## config.mk

```make
export PLATFORM = sky130hd
export DESIGN_NAME = frame_ram_arbiter
export DESIGN_NICKNAME = d
export VERILOG_FILES = /design/src/rtl/frame_ram_arbiter.sv
export SDC_FILE = /design/constraint.sdc
export NUM_CORES = 1
export LEC_CHECK = 0
export CORE_UTILIZATION = 40
export CTS_CLUSTER_SIZE = 16
export DETAILED_ROUTE_END_ITERATION = 12
export GPL_ROUTABILITY_DRIVEN = 0
export PLACE_DENSITY_LB_ADDON = 0.3
export SLEW_MARGIN = 20
export SYNTH_ARGS = -nofsm -noshare
export SYNTH_HDL_FRONTEND = slang
export SYNTH_SLANG_ARGS = --single-unit
```

## constraint.sdc

```tcl
create_clock -name clk_in -period 3 [get_ports clk_in]
set_clock_uncertainty 0.15 [all_clocks]
set_input_delay 0.45 -clock clk_in [delete_from_list [all_inputs] [get_ports clk_in]]
set_output_delay 0.45 -clock clk_in [all_outputs]
set_load 0.02 [all_outputs]
```

## src/rtl/frame_ram_arbiter.sv

```systemverilog
// Frame RAM arbiter: shares one synchronous RAM port between display-scan reads and
// command writes, favouring reads while bounding how long a pending write can wait.
module frame_ram_arbiter #(
  parameter int ADDR_WIDTH   = 12,
  parameter int DATA_WIDTH   = 8,
  parameter int STARVE_LIMIT = 4
) (
  input  logic                  clk_in,
  input  logic                  reset,
  input  logic                  rd_req,
  input  logic [ADDR_WIDTH-1:0] rd_addr,
  output logic                  rd_ack,
  output logic                  rd_valid,
  output logic [DATA_WIDTH-1:0] rd_data,
  input  logic                  wr_req,
  input  logic [ADDR_WIDTH-1:0] wr_addr,
  input  logic [DATA_WIDTH-1:0] wr_data,
  output logic                  wr_ack,
  output logic [ADDR_WIDTH-1:0] ram_address,
  output logic [DATA_WIDTH-1:0] ram_data_out,
  input  logic [DATA_WIDTH-1:0] ram_data_in,
  output logic                  ram_write_enable,
  output logic                  ram_clk_enable,
  output logic                  busy
);

  localparam logic [3:0] STARVE_MAX = 4'(STARVE_LIMIT);

  typedef enum logic [1:0] {
    GRANT_NONE = 2'd0,
    GRANT_RD   = 2'd1,
    GRANT_WR   = 2'd2
  } grant_e;

  grant_e                grant_s;
  logic [3:0]            starve_nxt_s;
  logic [3:0]            starve_cnt_r;
  logic                  rd_ack_r;
  logic                  wr_ack_r;
  logic                  rd_stage_r;
  logic                  rd_valid_r;
  logic [DATA_WIDTH-1:0] rd_data_r;
  logic [ADDR_WIDTH-1:0] ram_address_r;
  logic [DATA_WIDTH-1:0] ram_data_out_r;
  logic                  ram_write_enable_r;
  logic                  ram_clk_enable_r;
  logic                  busy_r;

  // Grant decision and write-starvation counter update for this edge.
  always_comb begin
    grant_s      = GRANT_NONE;
    starve_nxt_s = starve_cnt_r;
    if (rd_req && wr_req) begin
      if (starve_cnt_r == STARVE_MAX) begin
        grant_s = GRANT_WR;
      end else begin
        grant_s = GRANT_RD;
      end
    end else if (rd_req) begin
      grant_s = GRANT_RD;
    end else if (wr_req) begin
      grant_s = GRANT_WR;
    end else begin
      grant_s = GRANT_NONE;
    end

    // A write that is not waiting, or has just won, owes nothing.
    if (!wr_req || (grant_s == GRANT_WR)) begin
      starve_nxt_s = 4'd0;
    end else if (starve_cnt_r != STARVE_MAX) begin
      starve_nxt_s = starve_cnt_r + 4'd1;
    end else begin
      starve_nxt_s = starve_cnt_r;
    end
  end

  // Registered RAM command, acknowledges and the two-stage read return pipeline.
  always_ff @(posedge clk_in) begin
    if (reset) begin
      starve_cnt_r       <= 4'd0;
      rd_ack_r           <= 1'b0;
      wr_ack_r           <= 1'b0;
      rd_stage_r         <= 1'b0;
      rd_valid_r         <= 1'b0;
      rd_data_r          <= '0;
      ram_address_r      <= '0;
      ram_data_out_r     <= '0;
      ram_write_enable_r <= 1'b0;
      ram_clk_enable_r   <= 1'b0;
      busy_r             <= 1'b0;
    end else begin
      starve_cnt_r       <= starve_nxt_s;
      rd_ack_r           <= (grant_s == GRANT_RD);
      wr_ack_r           <= (grant_s == GRANT_WR);
      ram_write_enable_r <= (grant_s == GRANT_WR);
      ram_clk_enable_r   <= (grant_s != GRANT_NONE);
      case (grant_s)
        GRANT_RD: begin
          ram_address_r <= rd_addr;
        end
        GRANT_WR: begin
          ram_address_r  <= wr_addr;
          ram_data_out_r <= wr_data;
        end
        GRANT_NONE: begin
          ram_address_r <= ram_address_r;
        end
        default: begin
          ram_address_r <= ram_address_r;
        end
      endcase
      // RAM samples the address while rd_ack is high; its data is captured one edge later.
      rd_stage_r <= rd_ack_r;
      rd_valid_r <= rd_stage_r;
      if (rd_stage_r) begin
        rd_data_r <= ram_data_in;
      end else begin
        rd_data_r <= rd_data_r;
      end
      busy_r <= (grant_s == GRANT_RD) || rd_ack_r;
    end
  end

  assign rd_ack           = rd_ack_r;
  assign wr_ack           = wr_ack_r;
  assign rd_valid         = rd_valid_r;
  assign rd_data          = rd_data_r;
  assign ram_address      = ram_address_r;
  assign ram_data_out     = ram_data_out_r;
  assign ram_write_enable = ram_write_enable_r;
  assign ram_clk_enable   = ram_clk_enable_r;
  assign busy             = busy_r;

endmodule

```

==> results.py, run 1 <==
metrics = {
    "status": {
        "outcome": "completed",
    },
    "pwr": {
        "power_density_mw_per_mm2": 491.8,
        "switching_share": 0.2208,
        "power.share.combinational": 0.180,
        "total_leakage_power_nw": 1.012,
        "power_mw": 1.312,
        "ir_drop_v": 0.0002399,
        "seqPwrFrac": 0.414,
        "p_switching_mw": 0.2896,
        "intPower_mw": 1.022,
        "pwr-share-clk": 0.407,
    },
    "timing": {
        "setup_tns_ns": 0,
        "period_share": 0.6288,
        "finalHoldViolations": 0,
        "hold_ws_ns": 0.3185,
        "rsz0062_at_grt": "no",
        "slew_viol_final": 0,
        "slew_headroom": 0.6277,
        "fmax_mhz": 530.1,
        "period_needed_ns": 1.887,
        "finalSetupViolations": 0,
        "setup_ws_ns": 1.114,
        "worstMarginPinSlew_ns": 0.5555,
    },
    "global_routing": {
        "track_usage": 0.1787,
        "overflow": 0,
        "grt_max_degree": 27,
        "grt_pass1_vias": 1339,
        "antenna_found_initial": 0,
        "grt_pass1_wl_um": 5954,
    },
    "final_layout": {
        "drive_gt1_frac": 0.1322,
        "layout_common_cells": "77 x clkdlybuf4s50_1, 38 x dfxtp_1, 29 x mux2i_1",
        "area_growth_pct": 51.85,
        "layout_commonest_cell": "clkdlybuf4s50_1",
        "fillers": 368,
        "fin_util": 0.6482,
        "final_nets": 287,
        "stdcell_count": 292,
        "final_area_mm2": 0.002668,
        "antenna-diode-count": 0,
    },
    "die": {
        "start_util": 0.4269,
        "num_rows": 23,
        "core-area_mm2": 0.004115,
        "die_area_mm2": 0.004661,
        "die_w_um": 68.27,
        "ioPinCount": 78,
        "die_h_um": 68.27,
    },
    "clock_tree": {
        "cts_tree": "done",
        "numClockSinks": 38,
        "cts_max_level": 2,
        "cts_root_buffer": "clkbuf_8",
        "ctsHoldBuffers": 0,
        "cts_made_buffers": 5,
        "postCtsSetupBuffers": 0,
        "clockBufferDepth": 2,
        "worstSkewPairLatency_ns": 0.29,
        "cts_resized": 0,
        "clk_pin_slew_worst_paths_ns": 0.07,
    },
    "worst_hold_path": {
        "hp-class": "reg2reg",
    },
    "route": {
        "vias_per_cell": 4.897,
        "drtPass1Iterations": 4,
        "drt_iter0_markers": 72,
        "drc": 0,
        "detail_route.wirelength_um": 3935,
        "wl_per_cell_um": 13.48,
        "via_count": 1430,
        "ant_nets": 0,
    },
    "setup_path": {
        "cp_max_fo": 13,
        "worstSetupPathType": "in2reg",
        "crit_family": "simple AND/OR/NAND/NOR gates",
        "worst_path_largest_cell_delay_ns": 0.58,
        "required_ns": 3.03,
        "start_kind": "input pin",
        "crit_path_end_kind": "register",
        "cp_slowest_cell": "clkdlybuf4s50_1",
        "path_cells": "clkdlybuf4s50_1 -> nand4b_1 -> nand3_1 -> a21oi_2",
        "crit_arrival_ns": 1.91,
        "cp_num_buf_inv": 1,
    },
    "place": {
        "placed_area_mm2": 0.002525,
        "portBuffers": 77,
        "dp_hpwl_um": 2810,
        "place_inst": 284,
        "dp_slack_ns": 0.8348,
    },
    "synthesis": {
        "yosysUniqueCellTypes": 23,
        "synth_area_per_cell_um2": 10.58,
        "netlist_instances": 166,
        "syn-num-nets": 212,
        "ys_ff_latch": 38,
        "netlist_area_mm2": 0.001757,
        "yosysWarnings": 0,
        "seq_area_frac_synth": 0.4330,
    },
    "job": {
        "maxCapViolCount": 0,
    },
}
==> per-layer routing <==
metal | track usage | share of wire | up-vias
met5 | 0 | 0 | -
met4 | 0.06250 | 0.0086 | 0
met3 | 0.08000 | 0.083 | 4
met2 | 0.2929 | 0.47 | 49
met1 | 0.2040 | 0.44 | 651
li1 | - | - | 726
==> logic make-up after synthesis <==
group                      Yosys count  share of synthesized area
buffers and inverters               17                    0.06482
xor gates and xnor gates             1                   0.004987
DFF                                 38                     0.4330
AOI/OAI and AO/OA                   26                     0.1524
and+or+nand+nor                     53                     0.1652
muxes                               29                     0.1652
adders and majority gates            2                    0.01424
==> final cells by class <==
| type | count | area [um2] | share of cell area |
|---|---|---|---|
| Sequential cell | 38 | 760.7 | 0.2852 |
| Tap cell | 50 | 62.56 | 0.02345 |
| Inverter | 3 | 11.26 | 0.004221 |
| Multi-Input combinational cell | 111 | 882.1 | 0.3307 |
| Clock buffer | 6 | 82.58 | 0.03096 |
| Clock inverter | 2 | 60.06 | 0.02251 |
| Timing Repair Buffer | 82 | 808.3 | 0.3030 |
==> worst paths after layout <==
path | startpoint | to | slack, ns | cells after the start
setup / recovery | wr_req | ram_address[7]$_SDFFE_PP0P_ | 1.11 | 4
hold / removal | starve_cnt_r[0]$_SDFFE_PP0P_ | starve_cnt_r[0]$_SDFFE_PP0P_ | 0.32 | 1
setup reg to reg | starve_cnt_r[0]$_SDFFE_PP0P_ | ram_address[7]$_SDFFE_PP0P_ | 1.27 | 5
hold reg to reg | starve_cnt_r[0]$_SDFFE_PP0P_ | starve_cnt_r[0]$_SDFFE_PP0P_ | 0.32 | 1
==> power by group through the flow <==
stage | logic (mW) | clock network, mW | registers [mW]
2_1_floorplan | 0.0935 | 0 | 0.580
4_1_cts | 0.237 | 0.549 | 0.543
5_1_grt | 0.251 | 0.567 | 0.546
3_3_place_gp | 0.234 | 0 | 0.554
6_report | 0.236 | 0.533 | 0.543
3_5_place_dp | 0.236 | 0 | 0.554
==> synthesized netlist by cell type (all sizes together) <==
master / n / area share
dfxtp: 38 / 0.43
mux2i: 29 / 0.17
nand2b: 16 / 0.057
nor2: 16 / 0.034
a21oi: 13 / 0.056
buf: 13 / 0.056
nand3: 13 / 0.037
a2bb2oi: 12 / 0.092
inv: 3 / 0.0064
nor2b: 3 / 0.011
ha: 2 / 0.014
nand4b: 2 / 0.010
a21boi: 1 / 0.0043
and4b: 1 / 0.0078
clkbuf: 1 / 0.0021
nand3b: 1 / 0.0043
nor3b: 1 / 0.0043
xnor2: 1 / 0.0050
==> flip-flops by register name, summed over array words and instances, names as in the netlist, 4 cells and up <==
register / cells
rd_data: 8
ram_data_out: 8
starve_cnt_r: 4
ram_address: 12
==> worst register-to-register path, delay by kind of cell, from the launching register on <==
family                   cells  cell delay (ns)
AND/OR/NAND/NOR              2             0.79
buffers and inverters        1             0.06
flip-flops                   1             0.34
AO/OA/AOI/OAI                1             0.08
adder cells (fa/ha/maj)      1             0.21
Note: power is estimated with default switching activity, not from simulation.
==> run 2, diff against run 1 <==
- CORE_UTILIZATION: 40 -> 37
- clock period: 3 -> 1.5 ns (I/O delays scaled with it)
==> run 2 against run 1 <==
Effect of this change: first-iteration DRC count grew 5.6%; register-to-register slack lost 1.2 ns; cell count grew 4.8%; critical endpoint is now ram_address[2]$_SDFFE_PP0P_; wire length grew 4.5%; final area grew 2.0%; sequential share of layout area shrank 0.56 points; sequential cell count is the same; setup slack lost 1.1 ns; worst hold slack lost 0.024 ns; total power grew 84%; critical path depth grew 2; die area grew 7.9%; the flow now finishes with violations (design-rule violations).
==> results.py, run 2 (same netlist as run 1, synthesis figures left out) <==
metrics = {
    "status": {
        "outcome": "finished, violations left",
        "violations": "design-rule violations",
    },
    "route": {
        "vias_per_cell": 4.810,
        "drtPass1Iterations": 8,
        "ant_nets": 0,
        "via_count": 1472,
        "detail_route.wirelength_um": 4113,
        "wl_per_cell_um": 13.44,
        "drc": 14,
        "drt_iter0_markers": 76,
    },
    "timing": {
        "worstMarginPinSlew_ns": 0.4867,
        "fmax_mhz": 689.9,
        "slew_viol_final": 0,
        "setup_tns_ns": 0,
        "period_needed_ns": 1.450,
        "finalHoldViolations": 0,
        "period_share": 0.9664,
        "finalSetupViolations": 0,
        "slew_headroom": 0.6751,
    },
    "setup_path": {
        "path_cells": "inv_2 -> ha_4 -> and4b_4 -> buf_4 -> a2bb2oi_1 -> a21oi_1",
        "start_kind": "register",
        "reg2reg_depth": 6,
        "cp_slowest_cell": "dfxtp_1",
        "cp.depth": 6,
        "required_ns": 1.52,
        "crit_arrival_ns": 1.47,
        "r2r_start": "starve_cnt_r[1]$_SDFFE_PP0P_",
        "cp_num_buf_inv": 2,
        "cp_max_fo": 4,
        "worst_path_largest_cell_delay_ns": 0.36,
        "worstSetupPathType": "reg2reg",
        "crit_path_end_kind": "register",
        "crit_family": "flip-flops",
        "r2r_end": "ram_address[2]$_SDFFE_PP0P_",
        "rrSetupSlack_ns": 0.05,
    },
    "clock_tree": {
        "cts_tree": "done",
        "worstSkewPairLatency_ns": 0.28,
        "cts_root_buffer": "clkbuf_8",
        "cts_made_buffers": 5,
        "cts_max_level": 2,
        "clk_pin_slew_worst_paths_ns": 0.07,
        "clockBufferDepth": 2,
        "numClockSinks": 38,
    },
    "final_layout": {
        "fin_util": 0.6123,
        "multi_input_area_um2": 898.4,
        "fillers": 399,
        "layout_common_cells": "42 x clkdlybuf4s50_1, 38 x dfxtp_1, 34 x dlygate4sd2_1",
        "drive_gt1_frac": 0.1890,
        "antenna-diode-count": 0,
        "final_nets": 300,
        "layout_commonest_cell": "clkdlybuf4s50_1",
        "seq_area_um2": 760.7,
        "largest_reg_flops": 12,
        "area_growth_pct": 54.91,
    },
    "global_routing": {
        "grt_pass1_wl_um": 6465,
        "antenna_found_initial": 0,
        "grt_pass1_vias": 1405,
        "overflow": 0,
        "grt_max_degree": 24,
        "track_usage": 0.1647,
    },
    "worst_hold_path": {
        "min_path_cells": 3,
        "min_from": "wr_req",
        "hp-class": "in2reg",
        "worstHoldEndpoint": "starve_cnt_r[1]$_SDFFE_PP0P_",
    },
    "die": {
        "core-area_mm2": 0.004444,
        "die_h_um": 70.91,
        "ioPinCount": 78,
        "die_w_um": 70.91,
        "num_rows": 24,
        "start_util": 0.3953,
        "die_area_mm2": 0.005028,
    },
    "pwr": {
        "total_leakage_power_nw": 1.207,
        "power_density_mw_per_mm2": 889.2,
        "ir_drop_v": 0.0006629,
    },
    "place": {
        "dp_hpwl_um": 2849,
        "portBuffers": 77,
    },
    "job": {
        "maxCapViolCount": 0,
    },
}
-- run 2: how the worst max path moves through the flow --
stage	from	to	slack, ns
3_5_place_dp	wr_req	ram_address[1]$_SDFFE_PP0P_	-0.26
6_report	starve_cnt_r[1]$_SDFFE_PP0P_	ram_address[2]$_SDFFE_PP0P_	0.05
4_1_cts	starve_cnt_r[1]$_SDFFE_PP0P_	ram_data_out[3]$_SDFFE_PP0N_	0.003
2_1_floorplan	starve_cnt_r[0]$_SDFFE_PP0P_	ram_address[10]$_SDFFE_PP0P_	0.06
5_1_grt	starve_cnt_r[1]$_SDFFE_PP0P_	ram_data_out[3]$_SDFFE_PP0N_	-0.03
3_3_place_gp	wr_req	ram_address[3]$_SDFFE_PP0P_	-0.21
-- run 2: cell type report --
class / count / area share
clock buffers: 6 / 0.03034
clock inverters: 1 / 0.01103
inverters: 3 / 0.004138
multi-input cells: 111 / 0.3301
flip-flops and latches: 38 / 0.2795
well taps: 52 / 0.02391
repair buffers: 95 / 0.3209
-- run 2: per-stage QoR --
stage | hold WS [ns] | instance area (um2) | total power, mW | setup WS (ns) | cells
after floorplan | 0.2222 | 1757 | 1.347 | 0.06325 | 166
after global placement | 0.3081 | 2580 | 1.586 | -0.2074 | 293
after detailed placement | 0.3139 | 2580 | 1.590 | -0.2579 | 293
after CTS | 0.3237 | 2653 | 2.436 | 0.002798 | 300
after global routing | 0.3273 | 2721 | 2.514 | -0.02953 | 306
final | 0.2940 | 2721 | 2.420 | 0.05047 | 306
-- run 2: routing by layer --
layer  track usage  vias up  routed length, um
met5             0        -                  0
met4       0.06667        0                 44
met3       0.04986        5                295
met2        0.2553       51               1865
met1        0.2146      666               1908
li1              -      750                  -
-- run 2: repair_timing --
action                     in CTS  in global routing
resized for setup              35                  9
gates cloned                    0                  1
hold buffers                    0                  0
pin swaps                       0                  1
hold endpoints to repair        0                  0
setup buffers                   0                  5
setup endpoints to repair      35                 20
-- run 2: where the power goes --
| part | switching, mW | internal, mW | leakage, nW |
|---|---|---|---|
| Combinational | 0.199 | 0.259 | 0.837 |
| Sequential | 0.0252 | 1.06 | 0.312 |
| Clock | 0.347 | 0.532 | 0.0573 |
| Total | 0.572 | 1.85 | 1.21 |
-- run 2: worst min-delay path, delay by kind of cell --
| family | cells | cell delay [ns] |
|---|---|---|
| simple gates | 2 | 0.26 |
| buf+inv | 1 | 0.20 |
==> run 3, diff against run 2 <==
- ABC_CLOCK_PERIOD_IN_PS: not set -> 1500
==> results of run 3 <==
The final DEF is identical to that of run 2; final timing and power are the same.
